==> config.mk <==
export PLATFORM = sky130hd
export DESIGN_NAME = revrange_deser_parity
export DESIGN_NICKNAME = d
export VERILOG_FILES = /design/src/rtl/revrange_deser_parity.sv
export SDC_FILE = /design/constraint.sdc
export NUM_CORES = 1
export LEC_CHECK = 0
export ABC_AREA = 1
export BUFFER_PORTS_ARGS = -buffer_cell sky130_fd_sc_hd__buf_4
export CAP_MARGIN = 30
export CORE_MARGIN = 5
export CORE_UTILIZATION = 35
export CTS_CLUSTER_SIZE = 12
export DETAILED_ROUTE_END_ITERATION = 10
export GPL_ROUTABILITY_DRIVEN = 0
export SLEW_MARGIN = 5
export SYNTH_ARGS = -nofsm -noshare
export SYNTH_HDL_FRONTEND = slang
export SYNTH_SLANG_ARGS = --single-unit
==> constraint.sdc <==
create_clock -name clk -period 1.7 [get_ports clk]
set_input_delay 0.17 -clock clk [delete_from_list [all_inputs] [get_ports clk]]
set_output_delay 0.17 -clock clk [all_outputs]
set_load 0.05 [all_outputs]
==> src/rtl/revrange_deser_parity.sv <==
// Serial-to-parallel deserializer with trailing parity bit.
// Frames are WIDTH data bits (first bit lands in out_data[0]) followed by one
// parity bit. The completed frame, its parity check and reductions are held
// until the consumer accepts them.
//
// state   | meaning
// --------+-----------------------------------------------------------
// COLLECT | accepting data bits into the shift register at index cnt
// PARITY  | all data bits captured, waiting for the parity bit
// HOLD    | frame presented on outputs, serial input stalled
module revrange_deser_parity #(
  parameter int WIDTH      = 8,
  parameter int PARITY_ODD = 0
) (
  input  logic             clk,
  input  logic             rst,
  input  logic             s_valid,
  input  logic             s_data,
  output logic             s_ready,
  output logic [0:WIDTH-1] out_data,
  output logic             out_valid,
  input  logic             out_ready,
  output logic             out_parity_err,
  output logic             out_and,
  output logic             out_or,
  output logic             out_xor
);

  localparam int   CW        = (WIDTH > 1) ? $clog2(WIDTH) : 1;
  localparam logic [CW-1:0] LAST = CW'(WIDTH - 1);
  localparam logic PAR_SENSE = (PARITY_ODD != 0);

  typedef enum logic [1:0] {
    COLLECT = 2'd0,
    PARITY  = 2'd1,
    HOLD    = 2'd2
  } state_t;

  state_t           state_q, state_d;
  logic [CW-1:0]    cnt_q, cnt_d;
  logic [0:WIDTH-1] shreg_q, shreg_d;
  logic [0:WIDTH-1] out_data_q, out_data_d;
  logic             out_valid_q, out_valid_d;
  logic             s_ready_q, s_ready_d;
  logic             err_q, err_d;
  logic             and_q, and_d;
  logic             or_q, or_d;
  logic             xor_q, xor_d;
  logic             xfer;

  assign xfer = s_valid && s_ready_q;

  // Next-state and next-output computation for the frame FSM.
  always_comb begin
    state_d     = state_q;
    cnt_d       = cnt_q;
    shreg_d     = shreg_q;
    out_data_d  = out_data_q;
    out_valid_d = out_valid_q;
    err_d       = err_q;
    and_d       = and_q;
    or_d        = or_q;
    xor_d       = xor_q;
    case (state_q)
      COLLECT: begin
        if (xfer) begin
          shreg_d[cnt_q] = s_data;
          if (cnt_q == LAST) begin
            cnt_d   = '0;
            state_d = PARITY;
          end else begin
            cnt_d = cnt_q + CW'(1);
          end
        end
      end
      PARITY: begin
        // Last data bit is already in shreg_q, so the whole word is available here.
        if (xfer) begin
          out_data_d  = shreg_q;
          err_d       = ((^shreg_q) ^ s_data) != PAR_SENSE;
          and_d       = &shreg_q;
          or_d        = |shreg_q;
          xor_d       = ^shreg_q;
          out_valid_d = 1'b1;
          state_d     = HOLD;
        end
      end
      HOLD: begin
        if (out_valid_q && out_ready) begin
          out_valid_d = 1'b0;
          state_d     = COLLECT;
        end
      end
      default: state_d = COLLECT;
    endcase
    // Registered from next state so s_ready reflects the state it is paired with.
    s_ready_d = (state_d != HOLD);
  end

  // State and output registers; reset discards any partial or pending frame.
  always_ff @(posedge clk or posedge rst) begin
    if (rst) begin
      state_q     <= COLLECT;
      cnt_q       <= '0;
      shreg_q     <= '0;
      out_data_q  <= '0;
      out_valid_q <= 1'b0;
      s_ready_q   <= 1'b0;
      err_q       <= 1'b0;
      and_q       <= 1'b0;
      or_q        <= 1'b0;
      xor_q       <= 1'b0;
    end else begin
      state_q     <= state_d;
      cnt_q       <= cnt_d;
      shreg_q     <= shreg_d;
      out_data_q  <= out_data_d;
      out_valid_q <= out_valid_d;
      s_ready_q   <= s_ready_d;
      err_q       <= err_d;
      and_q       <= and_d;
      or_q        <= or_d;
      xor_q       <= xor_d;
    end
  end

  assign s_ready        = s_ready_q;
  assign out_data       = out_data_q;
  assign out_valid      = out_valid_q;
  assign out_parity_err = err_q;
  assign out_and        = and_q;
  assign out_or         = or_q;
  assign out_xor        = xor_q;

endmodule
# --- After elaboration in Yosys (flattened, before gate mapping) ---
# Cells that the tools add are included.
classes:
  n_addsub: 1
  reduce_logical: 11
  n_bitwise: 2
  mux: 12
  n_eq_ne: 6
  order_cmp: 2
op_table:
  columns: ["cell", "n"]
  rows:
  - ["$bwmux 8", 1]
  - ["$mux 2", 4]
  - ["$reduce_and 8->1", 1]
  - ["$reduce_or 8->1", 1]
  - ["$reduce_xor 8->1", 1]
  - ["$ne 2x2->1 const B", 3]
  - ["$pmux 2 s3", 1]
  - ["$ge 4x4->1 const B", 1]
  - ["$lt 4x1->1 const B", 1]
  - ["$not 3->4", 1]
  - ["$reduce_and 2->1", 2]
  - ["$add 3x1->3 const B", 1]
  - ["$demux 1 s3", 1]
  - ["$eq 3x3->1 const B", 1]
  - ["$logic_and 1x1->1", 3]
  - ["$mux 1", 3]
  - ["$mux 3", 1]
  - ["$reduce_and 3->1", 1]
  - ["$eq 2x1->1 const B", 1]
  - ["$eq 2x2->1 const B", 1]
  - ["$logic_not 2->1", 1]
  - ["$pmux 1 s2", 1]
  - ["$reduce_bool 2->1", 1]
  - ["$xor 1x1->1", 1]
word_totals:
  wordCells: 44
  in_bits: 5
  out_inout_bits: 14
  ff_bits: 27

# --- Longest topological paths before layout ---
logic_depth:
  word_depth: 6
  ltp_mapped: 9
  ltp_nobuf: 9

# --- Worst setup path after synthesis ---
# No wires, ideal clock.
synth_path:
  kind: "register to register"
  from: "register s_ready_q (netlist: s_ready)"
  to: "register shreg_q[1] in the netlist's numbering"
  required_ns: 1.573
  arrival_time_ns: 1.204
  stages_incl_launch_ff: 8
  synth_period_minus_slack_ns: 1.331
  path_buffers: 0
  setup_slack_ns: 0.369
  setup_ns: 0.127
  path_cell_list: "dfrtp_1 > nand2_2 > clkinv_2 > nand3_4 > nor2_4 > nand2_1 > nand2_1 > o21ai_1"
synth_between:
  elab_chain_cells: 2
synth_rtl:
  columns: ["item", "line_no", "text"]
  rows:
  - ["start, declared", "44", "logic s_ready_q, s_ready_d;"]
  - ["start signal, assigned", "119", "s_ready_q <= s_ready_d;"]
  - ["$logic_and 1x1->1", "51", "assign xfer = s_valid && s_ready_q;"]
  - ["$reduce_and 2->1 (no source line)", null, null]
  - ["end signal, assigned", "116", "shreg_q <= shreg_d;"]
  - ["end, declared", "41", "logic [0:WIDTH-1] shreg_q, shreg_d;"]
# Every way passes these cells.
# A chain may end at the register's enable or synchronous reset.

# --- Worst setup path after layout ---
layout_path:
  from: "register shreg_q[7] in the netlist's numbering"
  to: "register err_q (netlist: out_parity_err)"
layout_between:
  elab_chain_cells: 2
layout_rtl:
  columns: ["item", "line_no", "text"]
  rows:
  - ["$reduce_xor 8->1", "80", "err_d = ((^shreg_q) ^ s_data) != PAR_SENSE;"]
  - ["$xor 1x1->1", "80", null]
  - ["end signal, assigned", "120", "err_q <= err_d;"]
  - ["end, declared", "45", "logic err_q, err_d;"]
# Every way passes these cells.

==> out/summary.log <==
INFO  run_status     outcome=finished clean
INFO  flow_run       max_cap_viol_count=0
INFO  global_routing grt_pass1_wl=4240um
INFO  timing         rsz0062_at_grt=false
INFO  placement      dpl.hpwl=1970um
INFO  die            floorplan.initialDensity=36.5%
INFO  die            placementRows=22
INFO  clock_tree     clockRootBuffer=sky130_fd_sc_hd__clkbuf_8
INFO  yosys          synth.largest_area_cell=sky130_fd_sc_hd__dfrtp_1
INFO  placement      place.port_buffers=18
INFO  detailed_routing post_drt_via_cell_ratio=4.58
INFO  detailed_routing drtIter0Drc=31
INFO  worst_setup_path timing.reg2reg.setup_slack=0.32ns
INFO  timing         fin_skew=0.00390ns
INFO  global_routing grt.overflow.total=0
INFO  timing         timing.final.setup_violations=0
INFO  clock_tree     clk_latency=0.27ns
INFO  timing         worst-slew-pin-transition=0.392ns
INFO  timing         slew_viol_final=0
INFO  die            num_io_pins=19
INFO  global_routing first_global_vias=982
INFO  timing         slew_headroom=73.8%
INFO  global_routing met2_resource_use_gr=17.3%
INFO  yosys          ys_ff_latch=27
INFO  timing         timing.final.crit_share=81.5%
INFO  die            dieWidth=72.0um
INFO  detailed_routing postRouteWirelength=2470um
INFO  cells_and_area areaGrowthSynthToFinish=18.0%
INFO  cells_and_area fillCellCount=389
INFO  clock_tree     cts_post_setup_buffers_inserted=0
INFO  global_routing grtUsageMet1=12.5%
INFO  cells_and_area share_of_final_layout_standard_cells_stronger_than_drive_strength_1=20.7%
INFO  detailed_routing num_vias=1040
INFO  yosys          ys_warn_count=0
INFO  global_routing grt_start_max_net_pins=28
INFO  detailed_routing antenna_violating_nets_post_route=0
INFO  timing         fmax=0.722GHz
INFO  yosys          synth-main-ff-cell=sky130_fd_sc_hd__dfrtp_1
INFO  worst_setup_path critPathArrivalTime=1.55ns
INFO  power          post-layout-total-power=0.00337W
INFO  yosys          synthesis.area_per_instance=8.58squm
INFO  die            die-area=0.00519sqmm
INFO  yosys          synth_top_area_share=50.2%
INFO  clock_tree     clkSlewWorstSetupHoldPaths=0.08ns
INFO  power          leakage=0.824nW
INFO  detailed_routing routedWlPerCell=10.9um
INFO  yosys          yosys-top-cells-count=51 x sky130_fd_sc_hd__nand2_1, 27 x sky130_fd_sc_hd__dfrtp_1, 17 x sky130_fd_sc_hd__inv_1, 17 x sky130_fd_sc_hd__o21ai_1, 10 x sky130_fd_sc_hd__ha_1
INFO  timing         finalSetupTns=0ns
INFO  yosys          synth.yosys.seq_area_share=50.2%
INFO  clock_tree     cts_max_path_buffers=2
INFO  yosys          post_synth_inst_count=157
INFO  timing         hold_violations=0
INFO  detailed_routing drc=0
INFO  yosys          mappedNetlistArea=0.00135sqmm
INFO  cells_and_area final_net_count=195
INFO  yosys          synthesis.nets=172
INFO  yosys          yosys.cell_count.top_type=sky130_fd_sc_hd__nand2_1
INFO  cells_and_area num_antenna_cells=0
INFO  die            fp.dieH=72.0um
INFO  global_routing gr_util_all_layers=10.5%
INFO  worst_setup_path cp_data_required_time=1.86ns
INFO  worst_setup_path critPathKind=register to register
INFO  yosys          top_cells_by_area_synth=sky130_fd_sc_hd__dfrtp_1 50%, sky130_fd_sc_hd__nand2_1 14%, sky130_fd_sc_hd__ha_1 9.3%, sky130_fd_sc_hd__o21ai_1 6.3%, sky130_fd_sc_hd__inv_1 4.7%
INFO  worst_setup_path crit_path_max_fanout=3
INFO  detailed_routing number_of_optimization_iterations_in_the_first_detailed_route_pass=4
INFO  global_routing grt_util_met3=3.74%
INFO  clock_tree     clock-sinks=27
INFO  clock_tree     post_cts_hold_buffer_count=1
INFO  power          power.ir.vdd_worst=0.800mV
INFO  clock_tree     ctsHtreeMaxLevel=1
INFO  yosys          synth_enable_flop_cells=0
INFO  power          power_density=2120mW/mm^2
INFO  clock_tree     ctsResizeCount=0
INFO  die            core_box_area=0.00369sqmm
INFO  hold_path      timing.hold.worst.class=input port to register
INFO  worst_setup_path element_type_at_the_critical_path_end=register
INFO  global_routing gr-max-usage-layer=met2
INFO  clock_tree     total_cts_buffers=3
INFO  global_routing grt_antenna_before_repair=0
INFO  timing         final.min_clock_period=1.38ns
INFO  yosys          asyncSetResetFlopFracSynth=100%
INFO  clock_tree     cts_tree=yes
INFO  worst_setup_path startpoint_type=register
INFO  yosys          netlist-cell-type-count=21
flip-flops by register name (all words and copies together), names as in the netlist:
| name | count |
|---|---|
| out_xor | 1 |
| out_valid | 1 |
| out_data | 8 |
| out_or | 1 |
| cnt_q | 3 |
| out_and | 1 |
| out_parity_err | 1 |
| shreg_q | 8 |
| s_ready | 1 |
| state_q | 2 |
cell usage in the layout, fill, tap and decap left out, drive strengths merged:
cell type / Yosys / final
nand3: 6 / 6
o21ai: 19 / 19
a211oi: 1 / 1
buf: 2 / 19
inv: 23 / 23
nand4: 2 / 2
dlygate4sd3: 0 / 1
or2: 1 / 1
dfrtp: 27 / 27
nand2: 53 / 53
ha: 10 / 10
clkbuf: 0 / 4
nor2: 8 / 8
clkinv: 1 / 1
a31oi: 1 / 1
a21oi: 3 / 3
stage by stage:
| step | util, % | hold slack [ns] | instances | instance area, sq um | setup slack, ns |
|---|---|---|---|---|---|
| final | 43.1 | 0.150 | 227 | 1590 | 0.315 |
| after global routing | 43.1 | 0.164 | 227 | 1590 | 0.209 |
| after CTS | 43.1 | 0.137 | 227 | 1590 | 0.314 |
| after detailed placement | 41.6 | 0.263 | 222 | 1530 | 0.325 |
| after global placement | 41.6 | 0.256 | 222 | 1530 | 0.367 |
| after floorplan | - | 0.223 | 157 | 1350 | 0.369 |
cells by family (layout without fill, tap and decap cells):
logic type | count (synthesis) | after routing | synth area share [%]
AND/OR/NAND/NOR | 70 | 70 | 22.9
flip-flops | 27 | 27 | 50.2
buffers and inverters | 26 | 48 | 7.90
AO/OA/AOI/OAI | 24 | 24 | 9.76
adder cells (fa/ha/maj) | 10 | 10 | 9.29
final timing paths:
path,depth (start not counted),startpoint,endpoint
min in group asynchronous,4,rst,out_xor$_DFFE_PP0P_
max,9,shreg_q[7]$_DFFE_PP0P_,out_parity_err$_DFFE_PP0P_
min,4,out_ready,out_valid$_DFFE_PP0P_
min reg2reg,2,out_or$_DFFE_PP0P_,out_or$_DFFE_PP0P_
max in group asynchronous,4,rst,shreg_q[5]$_DFFE_PP0P_
max reg2reg,9,shreg_q[7]$_DFFE_PP0P_,out_parity_err$_DFFE_PP0P_
cell type report:
cell class                 count  area, sq um  area share, %
clock buffer                   4         45.0           2.83
inverter                      24         91.3           5.75
multi-input combinational    104          564           35.5
sequential                    27          676           42.5
tap                           48         60.1           3.78
timing repair buffer          20          153           9.61
critical path: stages, from the launching register on:
cell and delay [ns]:
sky130_fd_sc_hd__dfrtp_1 0.39, sky130_fd_sc_hd__inv_1 0.07, sky130_fd_sc_hd__ha_1 0.34, sky130_fd_sc_hd__inv_1 0.07, sky130_fd_sc_hd__nand2_1 0.06, sky130_fd_sc_hd__nand2_1 0.06
sky130_fd_sc_hd__nand2_1 0.08, sky130_fd_sc_hd__nand3_1 0.07, sky130_fd_sc_hd__nand3_1 0.07, sky130_fd_sc_hd__nand2_1 0.06
routing by layer:
layer / routed length [um] / vias to the layer above
li1: - / 541
met1: 1150 / 465
met2: 1120 / 27
met3: 156 / 7
met4: 51 / 0
met5: 0 / -
where the power goes:
group | internal [W] | leakage [nW] | switching [W]
clock | 0.000168 | 0.0228 | 0.000183
combinational | 0.000610 | 0.462 | 0.00127
sequential | 0.000923 | 0.339 | 0.000214
Note: power is estimated with default switching activity, not from simulation.
